==> src/rtl/dmem_arbiter.sv <==
// Two-port round-robin arbiter and IDLE/ACCESS/RESP sequencer for a single-cycle data memory.
// Optional feature: define DMEM_ARB_BOUNDS_CHECK_EN to reject accesses that run past MEM_BYTES.
module dmem_arbiter #(
    parameter int ADDR_W    = 64,
    parameter int DATA_W    = 64,
    parameter int MEM_BYTES = 64
) (
    input  logic              clk,
    input  logic              reset,
    input  logic              req0_valid,
    input  logic              req0_write,
    input  logic [ADDR_W-1:0] req0_addr,
    input  logic [DATA_W-1:0] req0_wdata,
    output logic              req0_ready,
    output logic              rsp0_valid,
    output logic [DATA_W-1:0] rsp0_rdata,
    output logic              rsp0_err,
    input  logic              req1_valid,
    input  logic              req1_write,
    input  logic [ADDR_W-1:0] req1_addr,
    input  logic [DATA_W-1:0] req1_wdata,
    output logic              req1_ready,
    output logic              rsp1_valid,
    output logic [DATA_W-1:0] rsp1_rdata,
    output logic              rsp1_err,
    output logic [ADDR_W-1:0] mem_address,
    output logic [DATA_W-1:0] write_data,
    output logic              memWrite,
    output logic              memRead,
    input  logic [DATA_W-1:0] read_data
);

    localparam logic [1:0] IDLE   = 2'd0;
    localparam logic [1:0] ACCESS = 2'd1;
    localparam logic [1:0] RESP   = 2'd2;

    logic [1:0]        state;
    logic              last_grant;
    logic              grant_q;
    logic              lat_write;
    logic [ADDR_W-1:0] lat_addr;
    logic [DATA_W-1:0] lat_wdata;
    logic [DATA_W-1:0] rdata_q;
    logic              err_q;

    logic grant_sel;
    logic accept;
    logic in_access;
    logic in_resp;
    logic oob;
    logic issue;

`ifdef DMEM_ARB_BOUNDS_CHECK_EN
    logic [ADDR_W:0] last_byte;
    always_comb begin
        // One extra bit so addresses near the top of the space cannot wrap past the limit.
        last_byte = {1'b0, lat_addr} + (ADDR_W+1)'(7);
        oob       = (last_byte >= (ADDR_W+1)'(MEM_BYTES));
    end
`else
    assign oob = 1'b0;
`endif

    // NOTE: every output is gated by !reset so the block is quiet during reset even though
    // state only clears on the next edge; this also keeps a store in ACCESS from committing.
    always_comb begin
        grant_sel  = (req0_valid && req1_valid) ? ~last_grant : req1_valid;
        accept     = (state == IDLE) && (req0_valid || req1_valid) && !reset;
        req0_ready = accept && !grant_sel;
        req1_ready = accept &&  grant_sel;

        in_access   = (state == ACCESS) && !reset;
        issue       = in_access && !oob;
        mem_address = in_access ? lat_addr  : '0;
        write_data  = in_access ? lat_wdata : '0;
        memWrite    = issue &&  lat_write;
        memRead     = issue && !lat_write;

        in_resp    = (state == RESP) && !reset;
        rsp0_valid = in_resp && !grant_q;
        rsp1_valid = in_resp &&  grant_q;
        rsp0_rdata = rsp0_valid ? rdata_q : '0;
        rsp1_rdata = rsp1_valid ? rdata_q : '0;
        rsp0_err   = rsp0_valid && err_q;
        rsp1_err   = rsp1_valid && err_q;
    end

    // NOTE: sequential state uses non-blocking assignments so every register samples
    // pre-edge values regardless of statement order.
    always_ff @(posedge clk) begin
        if (reset) begin
            state      <= IDLE;
            last_grant <= 1'b1;
            grant_q    <= 1'b0;
            lat_write  <= 1'b0;
            lat_addr   <= '0;
            lat_wdata  <= '0;
            rdata_q    <= '0;
            err_q      <= 1'b0;
        end else begin
            case (state)
                IDLE: begin
                    if (accept) begin
                        grant_q    <= grant_sel;
                        last_grant <= grant_sel;
                        lat_write  <= grant_sel ? req1_write : req0_write;
                        lat_addr   <= grant_sel ? req1_addr  : req0_addr;
                        lat_wdata  <= grant_sel ? req1_wdata : req0_wdata;
                        state      <= ACCESS;
                    end
                end
                ACCESS: begin
                    rdata_q <= (issue && !lat_write) ? read_data : '0;
                    err_q   <= oob;
                    state   <= RESP;
                end
                RESP:    state <= IDLE;
                default: state <= IDLE;
            endcase
        end
    end

endmodule

==> config.mk <==
export PLATFORM = sky130hd
export DESIGN_NAME = dmem_arbiter
export DESIGN_NICKNAME = d
export VERILOG_FILES = /design/src/rtl/dmem_arbiter.sv
export SDC_FILE = /design/constraint.sdc
export NUM_CORES = 1
export LEC_CHECK = 0
export BUFFER_PORTS_ARGS = -buffer_cell sky130_fd_sc_hd__buf_2
export CORE_AREA = 2 2 226 228
export DETAILED_ROUTE_END_ITERATION = 6
export DIE_AREA = 0 0 228 230
export HOLD_SLACK_MARGIN = 0.1
export PLACE_DENSITY = 0.47
export SYNTH_ARGS = -nofsm -noshare
export SYNTH_HDL_FRONTEND = slang
export SYNTH_SLANG_ARGS = --single-unit
==> constraint.sdc <==
create_clock -name clk -period 2.1 [get_ports clk]
set_input_delay 0.105 -clock clk [delete_from_list [all_inputs] [get_ports clk]]
set_output_delay 0.105 -clock clk [all_outputs]
set_load 0.1 [all_outputs]
==> run metrics, run 1 <==
RD Place Congestion=0.814; first-pass GRT wire length=75.5 mm; ANT nets after route=0; DRT Pass-1 Iters=7; most common cell after layout, fill and taps aside=buf_2; Worst setup EP type=output port; Final Critical Period=2.06 ns; Util after Layout=0.446; vias=12300; grt peak-use layer=met2; Post-Syn Area per Cell=8.65 µm²; P per Cell Area=480 mW/mm²; CP max stage cell=dfxtp_4; RSZ-0062 raised after global routing=true; die width=228 µm; ys async rst share=0; CTS Buffer Depth=2; Die Y=230 µm; CP startpoint=state[1]; grt total ovfl=0; DRT Wirelength=54.4 mm; post-synthesis sequential area ratio=0.413; share of cells above drive strength 1=0.463; Bufs and invs on worst path=3; CTS Root Cell=clkbuf_16; vias in the first global route=12500; HPWL Detailed=33.9 mm; CTS Sinks=197; leakage=9.61 nW; Worst path max stage delay=0.38 ns; Max VDD drop=0.000433 V; RR Endpoint=lat_addr[41]; distinct cell type count after synthesis=28; port bufs=587; r2r setup slk=0.08 ns; worst path arrival time=1.96 ns; worst-skew pair later-pin latency=0.48 ns; Critical Path, Cell by Cell=nand2b_4 -> nor2_4 -> buf_12 -> buf_12 -> and2_2 -> buf_12; TritonCTS Buffers=17; M1 GR Usage=0.212; DIE AREA=0.0524 mm²; Worst path depth=6; Relative slew margins=0.183; Initial Util=0.192; Synthesis Warnings=0; setup violators final=0; CP startpoint kind=flop; Mapped Cells=1105; Seq cells post-synth=197; clock skew=0.0120 ns; initial antenna violation count=2; critical path capture point=write_data[29]; Residual DRC=0; Hold Path Class=input pin to flop; CTS tree=done; Final Hold Viols=0; FMAX=485 MHz; I/O pin total=590; most frequent cells in the layout=324 x buf_2, 322 x dlygate4sd3_1, 275 x buf_12, 210 x and2_4, 193 x dfxtp_1; MaxCap Viol Count=0; R2R depth=5; predominant post-synthesis flop cell=dfxtp_1; reg-to-reg startpoint=state[0]; 1st-iter DRT viols=554; fill cell count=4628; Max Slew Vio Count=0; CP delay by family, top=buffers and inverters; htree depth=4; Critical Path RT=2.00 ns; nets=2305; status=finished clean; core area=0.0499 mm²; Reg clk slew, reported paths=0.07 ns; hold depth=4; GRT Resource Usage Total=0.188; largest net degree at the start of global routing=66; wire per inst=20.4 µm; Area growth syn-to-layout=133%; mapped cell area=0.00955 mm²; hold_ws=0.149 ns; met2 GRT Util=0.325; met3 Use GR=0.0557; CP dominant cell by count=buf_12; Post-synth EDFFs=0; Tcrit/Tclk final=0.983; Worst-Margin Slew=1.22 ns; row count=82; detailed-route vias per instance=4.60; CP Class=flop to output port; critical-path maximum fanout=19
routing by layer:
metal,vias up,wire (µm)
li1,5693,-
met1,5850,21400
met2,601,27000
met3,111,3510
met4,0,2490
met5,-,0
cell type report:
class,instances,area (µm²),area share
Clock inverter,10,118,0.00529
Clock buffer,22,474,0.0213
Timing Repair Buffer,981,11200,0.502
Tap cell,672,841,0.0378
Sequential cell,197,3960,0.178
Multi-Input combinational cell,782,5670,0.255
Antenna cell,3,7.51,0.000338
flip-flops by register name, indices dropped and copies added, names as in the netlist:
name,count
state,2
lat_write,1
grant_q,1
last_grant,1
lat_wdata,64
rdata_q,64
lat_addr,64
timing repair:
action,in CTS,in global routing
pin swaps,3,38
setup buffers,5,7
hold buffers,322,0
hold endpoints to repair,193,0
gates cloned,5,14
gates resized for setup,47,189
setup endpoints to repair,259,205
synth_stat cells, drive strengths merged, types with 2 or more instances:
library cell,instances,area (µm²)
a21oi,66,330
a221o,103,1030
a31oi,26,163
and2,258,1610
and3,104,651
buf,47,272
clkbuf,80,300
dfxtp,197,3940
nand2,65,244
nand2b,2,12.5
nand3,26,130
nand3b,64,480
nand4,26,163
nor2,3,11.3
nor3,4,20.0
o21ai,26,130
or2,2,12.5
logic make-up after synthesis:
group           synth area share
simple gates               0.352
flops                      0.413
buf+inv                   0.0599
compound gates             0.175
other cells             0.000393
report_power, final:
| part | switching [W] | internal, W |
|---|---|---|
| Sequential | 0.000244 | 0.00406 |
| Combinational | 0.00147 | 0.00143 |
| Clock | 0.00161 | 0.00186 |
| Total | 0.00333 | 0.00734 |
how the worst min path moves through the flow:
stage,endpoint,startpoint
final,grant_q,req1_valid
after global routing,grant_q,req1_valid
after CTS,grant_q,req1_valid
after detailed placement,lat_addr[32],req0_addr[32]
after global placement,lat_wdata[33],req0_wdata[33]
after floorplan,lat_addr[10],req0_addr[10]
through the flow:
step           worst slack, ns  instances  power [W]  TNS [ns]  instance area (µm²)
6_report                0.0362       2667     0.0107         0                22200
5_1_grt                -0.0657       2666     0.0111     -3.60                22200
4_1_cts                -0.0234       2643     0.0106    -0.258                21400
3_5_place_dp             0.243       2279    0.00651         0                17300
3_3_place_gp             0.301       2279    0.00647         0                17300
2_1_floorplan           0.0737       1106    0.00551         0                 9590
tightest hold or removal path: cells and delay by family:
family                 cells  cell delay, ns
buffers and inverters      1            0.12
and+or+nand+nor            2            0.27
AOI/OAI and AO/OA          1            0.08
No activity file was read; power rests on OpenSTA's default activity.
==> inputs of run 2 (changes only) <==
CORE_AREA = 2 2 230 232   (was 2 2 226 228)
DIE_AREA = 0 0 232 234   (was 0 0 228 230)
PLACE_DENSITY = 0.46   (was 0.47)
clock period = 2.5 ns   (was 2.1 ns; I/O delays follow)
==> run 2 against run 1 <==
Clock power shrank 14%; critical endpoint is now lat_addr[37]; utilization fell by 5.5 points; flip-flop and latch count did not move; clock skew increased by 0.0041 ns; worst setup slack better by 0.099 ns; combinational power decreased by 24%; die area grew 3.5%; count of clock-buffer cells in the layout increased by 1; critical path depth unchanged.
==> run metrics, run 2 (synthesized netlist as in run 1, its figures left out) <==
status=finished clean; Final Power=0.00876 W; worst-skew pair later-pin latency=0.50 ns; clock skew=0.0161 ns; RD Place Congestion=0.818; DRT Wirelength=47.5 mm; Hold Path Class=input pin to flop; first-pass GRT wire length=69.7 mm; CP Class=input pin to flop; leakage=8.88 nW; CP startpoint kind=input pin; 1st-iter DRT viols=458; FMAX=423 MHz; wire per inst=18.0 µm; P per Cell Area=431 mW/mm²; Initial Util=0.184; largest registers=lat_addr x64, lat_wdata x64, rdata_q x64; most frequent cells in the layout=361 x buf_2, 326 x dlygate4sd3_1, 258 x and2_1, 218 x buf_12, 196 x dfxtp_1; Final Critical Period=2.36 ns; nets=2270; most common cell after layout, fill and taps aside=buf_2; Reg clk slew, reported paths=0.07 ns; Bufs and invs on worst path=5; Max VDD drop=0.000380 V; CTS Buffer Depth=2; Area growth syn-to-layout=113%; critical-path maximum fanout=46; Die Y=234 µm; Final Hold Viols=0; largest net degree at the start of global routing=157; CP max stage cell=dlygate4sd3_1; Critical Path RT=2.87 ns; Residual DRC=0; port bufs=587; Tcrit/Tclk final=0.946; vias=11800; Worst setup EP type=flop; initial antenna violation count=2; row count=84; grt total ovfl=0; CTS Sinks=197; ANT nets after route=0; RSZ-0062 raised after global routing=false; worst path arrival time=2.74 ns; CP delay by family, top=buffers and inverters; Relative slew margins=0.315; vias in the first global route=11900; total negative slack=0 ns; Critical Path, Cell by Cell=dlygate4sd3_1 -> buf_4 -> buf_4 -> buf_4 -> a31oi_1 -> dlygate4sd3_1; TritonCTS Buffers=17; CTS tree=done; DIE AREA=0.0543 mm²; setup violators final=0; htree depth=4; detailed-route vias per instance=4.47; CP dominant cell by count=buf_4; I/O pin total=590; core area=0.0520 mm²; CTS Root Cell=clkbuf_16; Max Slew Vio Count=0; die width=232 µm; Worst-Margin Slew=1.03 ns; DRT Pass-1 Iters=5; GRT Resource Usage Total=0.168; HPWL Detailed=32.4 mm; MaxCap Viol Count=0; Worst path max stage delay=0.58 ns; share of cells above drive strength 1=0.338
-- run 2: cell count changes in the layout (fill, tap and decap cells not counted), moves of 12 or more --
| cell | change |
|---|---|
| clkbuf_4 | +12 |
| buf_4 | -12 |
| and2_4 | -210 |
| and2_1 | +217 |
| buf_12 | -57 |
| buf_2 | +37 |
-- run 2: worst register-to-register path, cell delays in order, from the launching register on --
cell and delay [ns]:
dfxtp_1 0.40, nor2_1 0.57, a21oi_4 0.34, a221o_1 0.38, dlygate4sd3_1 0.55
-- run 2: report_power, final --
part	internal (W)	switching [W]	total, W	leakage, nW
Sequential	0.00341	0.000175	0.00358	1.62
Combinational	0.00106	0.00114	0.00220	6.98
Clock	0.00164	0.00134	0.00298	0.282
Total	0.00611	0.00266	0.00876	8.88
-- run 2: final timing paths --
path	from	end	slack, ns	cells past startpoint
max	reset	lat_addr[37]	0.14	6
min	req0_valid	last_grant	0.37	4
min reg2reg	rdata_q[54]	rdata_q[54]	0.46	2
max reg2reg	state[0]	lat_addr[61]	0.16	4
-- run 2: per-layer routing --
layer  up-vias  global-route usage  routed length [µm]
met5         -                   0                   0
met4         0              0.0835                1870
met3        78              0.0505                3510
met2       521               0.284               23100
met1      5606               0.193               19100
li1       5625                   -                   -
-- run 2: area by class of cell --
class | count | area (µm²)
sequential | 197 | 3950
antenna | 2 | 5.00
clock inverter | 7 | 121
multi-input combinational | 783 | 5130
tap | 688 | 861
fill | 5125 | 31700
clock buffer | 23 | 478
timing repair buffer | 945 | 9780
-- run 2: stage by stage --
stage | util | instance area, µm² | hold WS [ns] | setup WS, ns | instances
6_report | 0.391 | 20300 | 0.366 | 0.135 | 2645
5_1_grt | 0.390 | 20300 | 0.366 | 0.00469 | 2644
4_1_cts | 0.389 | 20200 | 0.232 | 0.00314 | 2642
3_5_place_dp | 0.315 | 16400 | 0.351 | 0.207 | 2286
3_3_place_gp | 0.315 | 16400 | 0.348 | 0.266 | 2286
2_1_floorplan | - | 9560 | 0.264 | 0.305 | 1106
-- run 2: timing repair --
action / 4_1_cts / 5_1_grt
hold buffers: 326 / 0
pin swaps: 0 / 1
gates resized for setup: 4 / 16
cloned: 0 / 1
hold endpoints to repair: 196 / 0
endpoints found under the setup margin: 101 / 107
buffers inserted: 0 / 0
